## config.mk

```make
export PLATFORM = sky130hd
export DESIGN_NAME = uart_rx
export DESIGN_NICKNAME = d
export VERILOG_FILES = /design/src/rtl/uart_rx.sv
export SDC_FILE = /design/constraint.sdc
export NUM_CORES = 1
export LEC_CHECK = 0
export CAP_MARGIN = 10
export CORE_MARGIN = 2
export CORE_UTILIZATION = 40
export CTS_BUF_LIST = sky130_fd_sc_hd__clkbuf_2 sky130_fd_sc_hd__clkbuf_4 sky130_fd_sc_hd__clkbuf_8
export DETAILED_ROUTE_END_ITERATION = 8
export PLACE_DENSITY = 0.54
export SETUP_SLACK_MARGIN = 0.15
export SLEW_MARGIN = 20
export SYNTH_ARGS = -nofsm -noshare
export SYNTH_HDL_FRONTEND = slang
export SYNTH_SLANG_ARGS = --single-unit
```

## constraint.sdc

```tcl
create_clock -name clk_i -period 2.8 [get_ports clk_i]
set_input_delay 0.42 -clock clk_i [delete_from_list [all_inputs] [get_ports clk_i]]
set_output_delay 0.42 -clock clk_i [all_outputs]
set_load 0.05 [all_outputs]
```

## src/rtl/uart_rx.sv

```systemverilog
// ---------------------------------------------------------------------------
// uart_rx
//   UART receiver for the peripheral block (counterpart of the UART
//   transmitter). Recovers 8N1 frames, LSB first, from an asynchronous serial
//   line. The line is sampled on an OVERSAMPLE x baud tick. Good bytes go
//   into a small FIFO that the bus-side register logic pops. Framing and
//   overrun errors are reported with sticky flags.
//
// Parameters
//   OVERSAMPLE  rx_tick_i pulses per bit period (even, >= 4)
//   FIFO_AW     FIFO address width; 2**FIFO_AW slots, one always kept free
//
// Ports
//   clk_i        in   1  single clock, all logic on posedge
//   rst_i        in   1  synchronous reset, active-high
//   rx_tick_i    in   1  one-cycle pulse at OVERSAMPLE x baud
//   rx_i         in   1  serial line, asynchronous, idle high
//   re_i         in   1  pop FIFO head (ignored while empty_o=1)
//   clr_i        in   1  clear frame_err_o and overrun_o
//   data_o       out  8  FIFO head byte, valid while empty_o=0
//   empty_o      out  1  FIFO empty
//   full_o       out  1  FIFO full
//   frame_err_o  out  1  sticky: stop bit sampled low
//   overrun_o    out  1  sticky: good byte arrived while FIFO full
// ---------------------------------------------------------------------------
module uart_rx #(
  parameter int OVERSAMPLE = 16,
  parameter int FIFO_AW    = 5
) (
  input  logic       clk_i,
  input  logic       rst_i,
  input  logic       rx_tick_i,
  input  logic       rx_i,
  input  logic       re_i,
  input  logic       clr_i,
  output logic [7:0] data_o,
  output logic       empty_o,
  output logic       full_o,
  output logic       frame_err_o,
  output logic       overrun_o
);

  localparam int TW    = (OVERSAMPLE > 2) ? $clog2(OVERSAMPLE) : 1;
  localparam int DEPTH = 1 << FIFO_AW;

  // Mid-bit sample points: the start bit is qualified half a bit after the
  // falling edge. Every later sample is one full bit period after that.
  localparam logic [TW-1:0]      TICK_MID  = TW'(OVERSAMPLE / 2 - 1);
  localparam logic [TW-1:0]      TICK_LAST = TW'(OVERSAMPLE - 1);
  localparam logic [TW-1:0]      TICK_ONE  = TW'(1);
  localparam logic [FIFO_AW-1:0] PTR_ONE   = FIFO_AW'(1);

  typedef enum logic [1:0] {
    S_IDLE  = 2'd0,
    S_START = 2'd1,
    S_DATA  = 2'd2,
    S_STOP  = 2'd3
  } state_e;

  // Sticky flag update: a set in the same cycle beats a clear.
  function automatic logic sticky_next(input logic cur, input logic set,
                                       input logic clr);
    if (set) begin
      sticky_next = 1'b1;
    end else if (clr) begin
      sticky_next = 1'b0;
    end else begin
      sticky_next = cur;
    end
  endfunction

  // -------------------------------------------------------------------------
  // Signals
  // -------------------------------------------------------------------------
  logic               rx_meta_q;
  logic               rx_s_q;

  state_e             state_q, state_d;
  logic [TW-1:0]      tick_cnt_q, tick_cnt_d;
  logic [2:0]         bit_cnt_q, bit_cnt_d;
  logic [7:0]         shift_q, shift_d;

  logic               stop_ok;
  logic               stop_bad;
  logic               push;
  logic               pop;

  logic [FIFO_AW-1:0] wr_ptr_q, wr_ptr_d;
  logic [FIFO_AW-1:0] rd_ptr_q, rd_ptr_d;
  logic [7:0]         mem_q [DEPTH];

  logic               frame_err_q, frame_err_d;
  logic               overrun_q, overrun_d;

  // -------------------------------------------------------------------------
  // Two-flop synchroniser. It resets to the idle level so that reset does
  // not look like a start bit.
  // -------------------------------------------------------------------------
  always_ff @(posedge clk_i) begin
    if (rst_i) begin
      rx_meta_q <= 1'b1;
      rx_s_q    <= 1'b1;
    end else begin
      rx_meta_q <= rx_i;
      rx_s_q    <= rx_meta_q;
    end
  end

  // -------------------------------------------------------------------------
  // Receive FSM: state register
  // -------------------------------------------------------------------------
  always_ff @(posedge clk_i) begin
    if (rst_i) begin
      state_q    <= S_IDLE;
      tick_cnt_q <= '0;
      bit_cnt_q  <= '0;
    end else begin
      state_q    <= state_d;
      tick_cnt_q <= tick_cnt_d;
      bit_cnt_q  <= bit_cnt_d;
    end
  end

  // The shift register is pure datapath. It only matters once eight samples
  // have been shifted in, so it needs no reset.
  always_ff @(posedge clk_i) begin
    shift_q <= shift_d;
  end

  // -------------------------------------------------------------------------
  // Receive FSM: next state. Everything holds between ticks.
  // -------------------------------------------------------------------------
  always_comb begin
    state_d    = state_q;
    tick_cnt_d = tick_cnt_q;
    bit_cnt_d  = bit_cnt_q;
    shift_d    = shift_q;
    stop_ok    = 1'b0;
    stop_bad   = 1'b0;

    if (rx_tick_i) begin
      unique case (state_q)
        S_IDLE: begin
          if (!rx_s_q) begin
            state_d    = S_START;
            tick_cnt_d = '0;
          end
        end

        S_START: begin
          if (tick_cnt_q == TICK_MID) begin
            tick_cnt_d = '0;
            if (!rx_s_q) begin
              state_d   = S_DATA;
              bit_cnt_d = '0;
            end else begin
              // The line came back high before mid-bit, so this was a
              // glitch. No flag is raised for it.
              state_d = S_IDLE;
            end
          end else begin
            tick_cnt_d = tick_cnt_q + TICK_ONE;
          end
        end

        S_DATA: begin
          if (tick_cnt_q == TICK_LAST) begin
            tick_cnt_d = '0;
            shift_d    = {rx_s_q, shift_q[7:1]};
            bit_cnt_d  = bit_cnt_q + 3'd1;
            if (bit_cnt_q == 3'd7) begin
              state_d = S_STOP;
            end
          end else begin
            tick_cnt_d = tick_cnt_q + TICK_ONE;
          end
        end

        S_STOP: begin
          if (tick_cnt_q == TICK_LAST) begin
            // Returning to IDLE at mid-stop lets a start bit that follows
            // back-to-back be caught on the very next tick.
            tick_cnt_d = '0;
            state_d    = S_IDLE;
            if (rx_s_q) begin
              stop_ok = 1'b1;
            end else begin
              stop_bad = 1'b1;
            end
          end else begin
            tick_cnt_d = tick_cnt_q + TICK_ONE;
          end
        end

        default: begin
          state_d    = S_IDLE;
          tick_cnt_d = '0;
        end
      endcase
    end
  end

  // -------------------------------------------------------------------------
  // FIFO. One slot is always left free so that full and empty can be told
  // apart from the pointers alone.
  // -------------------------------------------------------------------------
  assign empty_o = (wr_ptr_q == rd_ptr_q);
  assign full_o  = ((wr_ptr_q + PTR_ONE) == rd_ptr_q);
  assign data_o  = mem_q[rd_ptr_q];

  assign push = stop_ok && !full_o;
  assign pop  = re_i && !empty_o;

  always_comb begin
    wr_ptr_d = wr_ptr_q;
    rd_ptr_d = rd_ptr_q;
    if (push) begin
      wr_ptr_d = wr_ptr_q + PTR_ONE;
    end
    if (pop) begin
      rd_ptr_d = rd_ptr_q + PTR_ONE;
    end
  end

  always_ff @(posedge clk_i) begin
    if (rst_i) begin
      wr_ptr_q <= '0;
      rd_ptr_q <= '0;
    end else begin
      wr_ptr_q <= wr_ptr_d;
      rd_ptr_q <= rd_ptr_d;
    end
  end

  // Storage is not reset. A write during reset is harmless because the
  // pointers reset in the same cycle, so the slot counts as unread-free.
  always_ff @(posedge clk_i) begin
    if (push) begin
      mem_q[wr_ptr_q] <= shift_q;
    end
  end

  // -------------------------------------------------------------------------
  // Sticky error flags
  // -------------------------------------------------------------------------
  always_comb begin
    frame_err_d = sticky_next(frame_err_q, stop_bad, clr_i);
    overrun_d   = sticky_next(overrun_q, stop_ok && full_o, clr_i);
  end

  always_ff @(posedge clk_i) begin
    if (rst_i) begin
      frame_err_q <= 1'b0;
      overrun_q   <= 1'b0;
    end else begin
      frame_err_q <= frame_err_d;
      overrun_q   <= overrun_d;
    end
  end

  assign frame_err_o = frame_err_q;
  assign overrun_o   = overrun_q;

endmodule

```

# == Word level (Yosys, flattened, before mapping) ==
# Memory sizes are Yosys's and may differ from the RTL's. A register that Yosys moved wholly into a read port is not among the register bits.
# Index checks and enable logic that the tools add are counted.
# word_totals
mem_count,1
wordCells,73
reg_bits,31
latch_bits,0
in_bits,6
romBits,0
mem_bits_rw,256
output_inout_bits,12
# mem_list
memory,words,word_bits,read_ports,rd_clocked_by_memory_dff,wr,line,rtl
mem_q,32,8,1,1,1,90,logic [7:0] mem_q [DEPTH];
# op_classes
eq_ne,14
n_mux,30
multipliers,0
reduce_logical,14
bitwise_logic,0
n_shift,0
n_addsub,4
div,0
n_lt_le_gt_ge,0
# ops
operator,count
1-bit 2-to-1 mux,13
2-bit 2-to-1 mux,6
4-bit 2-to-1 mux,3
2-bit != test (second input constant),6
4-bit case mux with 3 select lines,1
5-bit by 1-bit adder with 5-bit output (second input constant),2
5-bit == test,2
5-bit 2-to-1 mux,2
3-bit 2-to-1 mux,3
2-bit case mux with 4 select lines,1
3-bit case mux with 2 select lines,1
6-bit AND reduction,1
2-bit nonzero test,3
5-bit AND reduction,1
4-bit by 1-bit adder with 4-bit output (second input constant),1
2-bit == test (second input constant),2
4-bit by 3-bit == test with 1-bit output (second input constant),1
4-bit == test (second input constant),1
3-bit by 1-bit adder with 3-bit output (second input constant),1
3-bit == test (second input constant),1
1-bit logical AND,3
3-bit AND reduction,1
2-bit by 1-bit == test with 1-bit output (second input constant),1
1-bit zero test,2
3 further kinds,3

# == Longest topological paths before layout ==
# depth
ltp_word,7
mapped_depth,8
ltp_nobuf,8

# == Worst setup path after synthesis ==
# OpenSTA, ideal clock, no wires.
# synth_path
path_kind,register to output
startpoint,reg (tool-made name)
endpoint,out data_o[0]
required_time_ps,2380
t_arrival_ps,2113
stages_incl_launch_ff,6
path_slack_ps,267
n_path_buf,2
cell_sequence,dfxtp_1 clkbuf_1 clkbuf_1 mux4_2 mux4_2 mux2_2
# synth_rtl
item,line,rtl
end: declaration,36,"output logic [7:0] data_o,"

==> impl_metrics.toml <==
[synthesis]
synthesis.nets = 585
synth-edff-count = 264
yosysWarnings = 0
ys.flop_type = "edfxtp_1"
synthCells = 571
syn_avg_cell_area_sq_um = 20.1
netlist_area_sq_um = 11500
async_flop_share_pct = 0
yosysUniqueCellTypes = 41
synth.yosys.seq_area_share_pct = 73.9
ys_ff_latch = 292

[hold_path]
min_from = "rx_meta_q$_SDFF_PP1_"
hold_depth = 1
min_path_type = "register to register"
worstHoldEndpoint = "rx_s_q$_SDFF_PP1_"

[setup_path]
cp.arrival_ns = 2.84
end_kind = "output port"
rrSetupSlack_ns = 0.29
crit_fanout = 5
ff2ff_path_depth = 9
critPathRequiredTime_ns = 2.38
critPathLaunchType = "register"
worstReg2RegEnd = "mem_q[5][0]$_DFFE_PP_"
criticalPathCategory = "register to output port"
timing.rr.start = "wr_ptr_q[0]$_SDFFE_PP0P_"

[clocking]
cts_sinks = 292
cts_buffer_depth = 3
path_clk_slew_ns = 0.06
cts_tree = "built"
numCtsBuffers = 49
worstSkewPairLatency_ns = 0.56
clockRootBuffer = "clkbuf_8"
cts_hold_buf = 0
h-tree-depth = 2

[floorplanning]
core_sq_um = 28500
rows = 62
start_util_pct = 40.4
fp.dieH_um = 173
ios = 18
dieArea_sq_um = 30100
die_x_um = 173

[job]
drv_cap = 0

[grt]
grt_max_degree = 34
antenna_found_initial = 0
grt_pass1_vias = 5904
overflow = 0
grt_usage_pct = 17.3
grt_first_pass_wirelength_um = 38400

[power]
power.density_nw_per_um2 = 625
p_leak_nw = 4.33
ir_drop_mv = 0.317
p_total_mw = 8.68

[timing]
skew_ns = 0.0359
grt_setup_unrepaired = "yes"
layout_setup_ws_ns = -0.457
setup_viol = 8
tightest_slew_ns = 0.777
post-route-period-util_pct = 116
final_max_slew_viol_count = 0
fin_setup_tns_ns = -3.37
finalWorstPathRequiredPeriod_ns = 3.26
max-slew-margin-rel_pct = 48.0
hold_viol = 0
max_freq_ghz = 0.307

[routing]
vias = 5676
antenna_left = 0
vias_per_cell = 5.26
routedWlPerCell_um = 23.5
wirelength_um = 25300
dr.pass1.iters = 4
drc_errors = 0
drt_iter0_markers = 507

[final_layout]
antennaDiodeCount = 0
fin_cells = 1080
final_cell_mix = "264 x edfxtp_1, 80 x mux4_2, 51 x clkbuf_8"
syn_to_final_growth_pct = 20.7
layout-drive-gt1-share_pct = 39.8
post-route-util_pct = 48.7
layout_commonest_cell = "edfxtp_1"
fin_nets = 678

[run_status]
status = "finished with violations"
violations = "negative setup slack"

[placed_design]
dp.cells = 978
gp_congestion = 0.761
dp_hpwl_um = 15700
pre_cts_ws_ns = -0.0741
port_buffers = 17
## routing by layer
metal | GRT usage [%] | share of wire [%]
met1 | 24.8 | 45
met2 | 27.4 | 48
met3 | 3.33 | 5.4
met4 | 4.80 | 1.7
met5 | 0 | 0
## critical path, stage by stage, from the launching register on
cell	delay [ns]
dfxtp_4	0.40
buf_12	0.14
buf_12	0.11
buf_16	0.12
mux4_2	0.52
mux4_2	0.52
mux2_4	0.31
buf_8	0.15
## cell families after synthesis
| kind of cell | Yosys count | synth area share, % |
|---|---|---|
| mux | 92 | 16.8 |
| fa+ha+maj | 8 | 0.871 |
| buf+inv | 31 | 1.30 |
| compound gates | 32 | 1.69 |
| xor+xnor | 14 | 1.20 |
| simple gates | 102 | 4.26 |
| flops | 292 | 73.9 |
## area by class of cell
cell class / instances / area, sq um
Sequential cell: 292 / 8500
Fill cell: 2341 / 14600
Multi-Input combinational cell: 248 / 2990
Tap cell: 384 / 480
Clock buffer: 63 / 792
Timing Repair Buffer: 69 / 860
Clock inverter: 20 / 219
Inverter: 4 / 25.0
## synth_stat cells (2+ instances only)
library cell / instances / area [sq um]
dfxtp_1: 28 / 561
nor3_1: 3 / 15.0
nand3b_1: 4 / 30.0
a22oi_1: 2 / 15.0
o211ai_1: 2 / 15.0
ha_1: 8 / 100
inv_1: 4 / 15.0
o21ai_0: 8 / 40.0
nand3_2: 2 / 20.0
edfxtp_1: 264 / 7930
or2_2: 4 / 25.0
or4_1: 2 / 15.0
a21oi_1: 13 / 65.1
mux2_2: 9 / 101
nand3_1: 11 / 55.1
mux2i_1: 3 / 30.0
or3_1: 2 / 12.5
clkbuf_1: 12 / 45.0
and4_1: 2 / 17.5
xor2_1: 6 / 52.6
xnor2_1: 7 / 61.3
nand2_1: 9 / 33.8
buf_4: 6 / 45.0
nor2_1: 54 / 203
a311oi_1: 2 / 17.5
nor2b_1: 4 / 25.0
mux4_2: 80 / 1800
buf_1: 6 / 22.5
or3b_2: 2 / 17.5
## timing repair
action,CTS,global route
resized for setup,36,36
pin swaps,2,3
cloned,5,0
endpoints found under the setup margin,152,241
buffers inserted,9,5
## state kept, by name (all words and copies together), names as in the netlist, named ones only
signal and cells:
overrun_o 1, shift_q 8, state_q 1, rx_s_q 1, bit_cnt_q 3, rx_meta_q 1, tick_cnt_q 4, mem_q 256
rd_ptr_q 5, wr_ptr_q 5, frame_err_o 1
## worst max path at each step
| stage | from | endpoint |
|---|---|---|
| finish | register | data_o[7] |
| global route | register | data_o[6] |
| CTS | register | data_o[6] |
| detailed placement | rx_tick_i | mem_q[28][2]$_DFFE_PP_ |
| global placement | rx_tick_i | mem_q[28][2]$_DFFE_PP_ |
| floorplan | register | data_o[0] |
## power by group
| group | internal, mW | total (mW) | leakage (nW) | switching, mW |
|---|---|---|---|---|
| Combinational | 0.0151 | 0.0325 | 1.20 | 0.0174 |
| Clock | 2.30 | 3.96 | 0.533 | 1.66 |
| Sequential | 4.68 | 4.68 | 2.60 | 0.00215 |
| Total | 7.00 | 8.68 | 4.33 | 1.68 |
## stage by stage
step | hold slack, ns | area (sq um)
4_1_cts | 0.389 | 13700
6_report | 0.408 | 13900
3_5_place_dp | 0.393 | 12300
3_3_place_gp | 0.392 | 12300
2_1_floorplan | 0.389 | 11500
5_1_grt | 0.426 | 13900
Power figures use the tool's default switching activity.
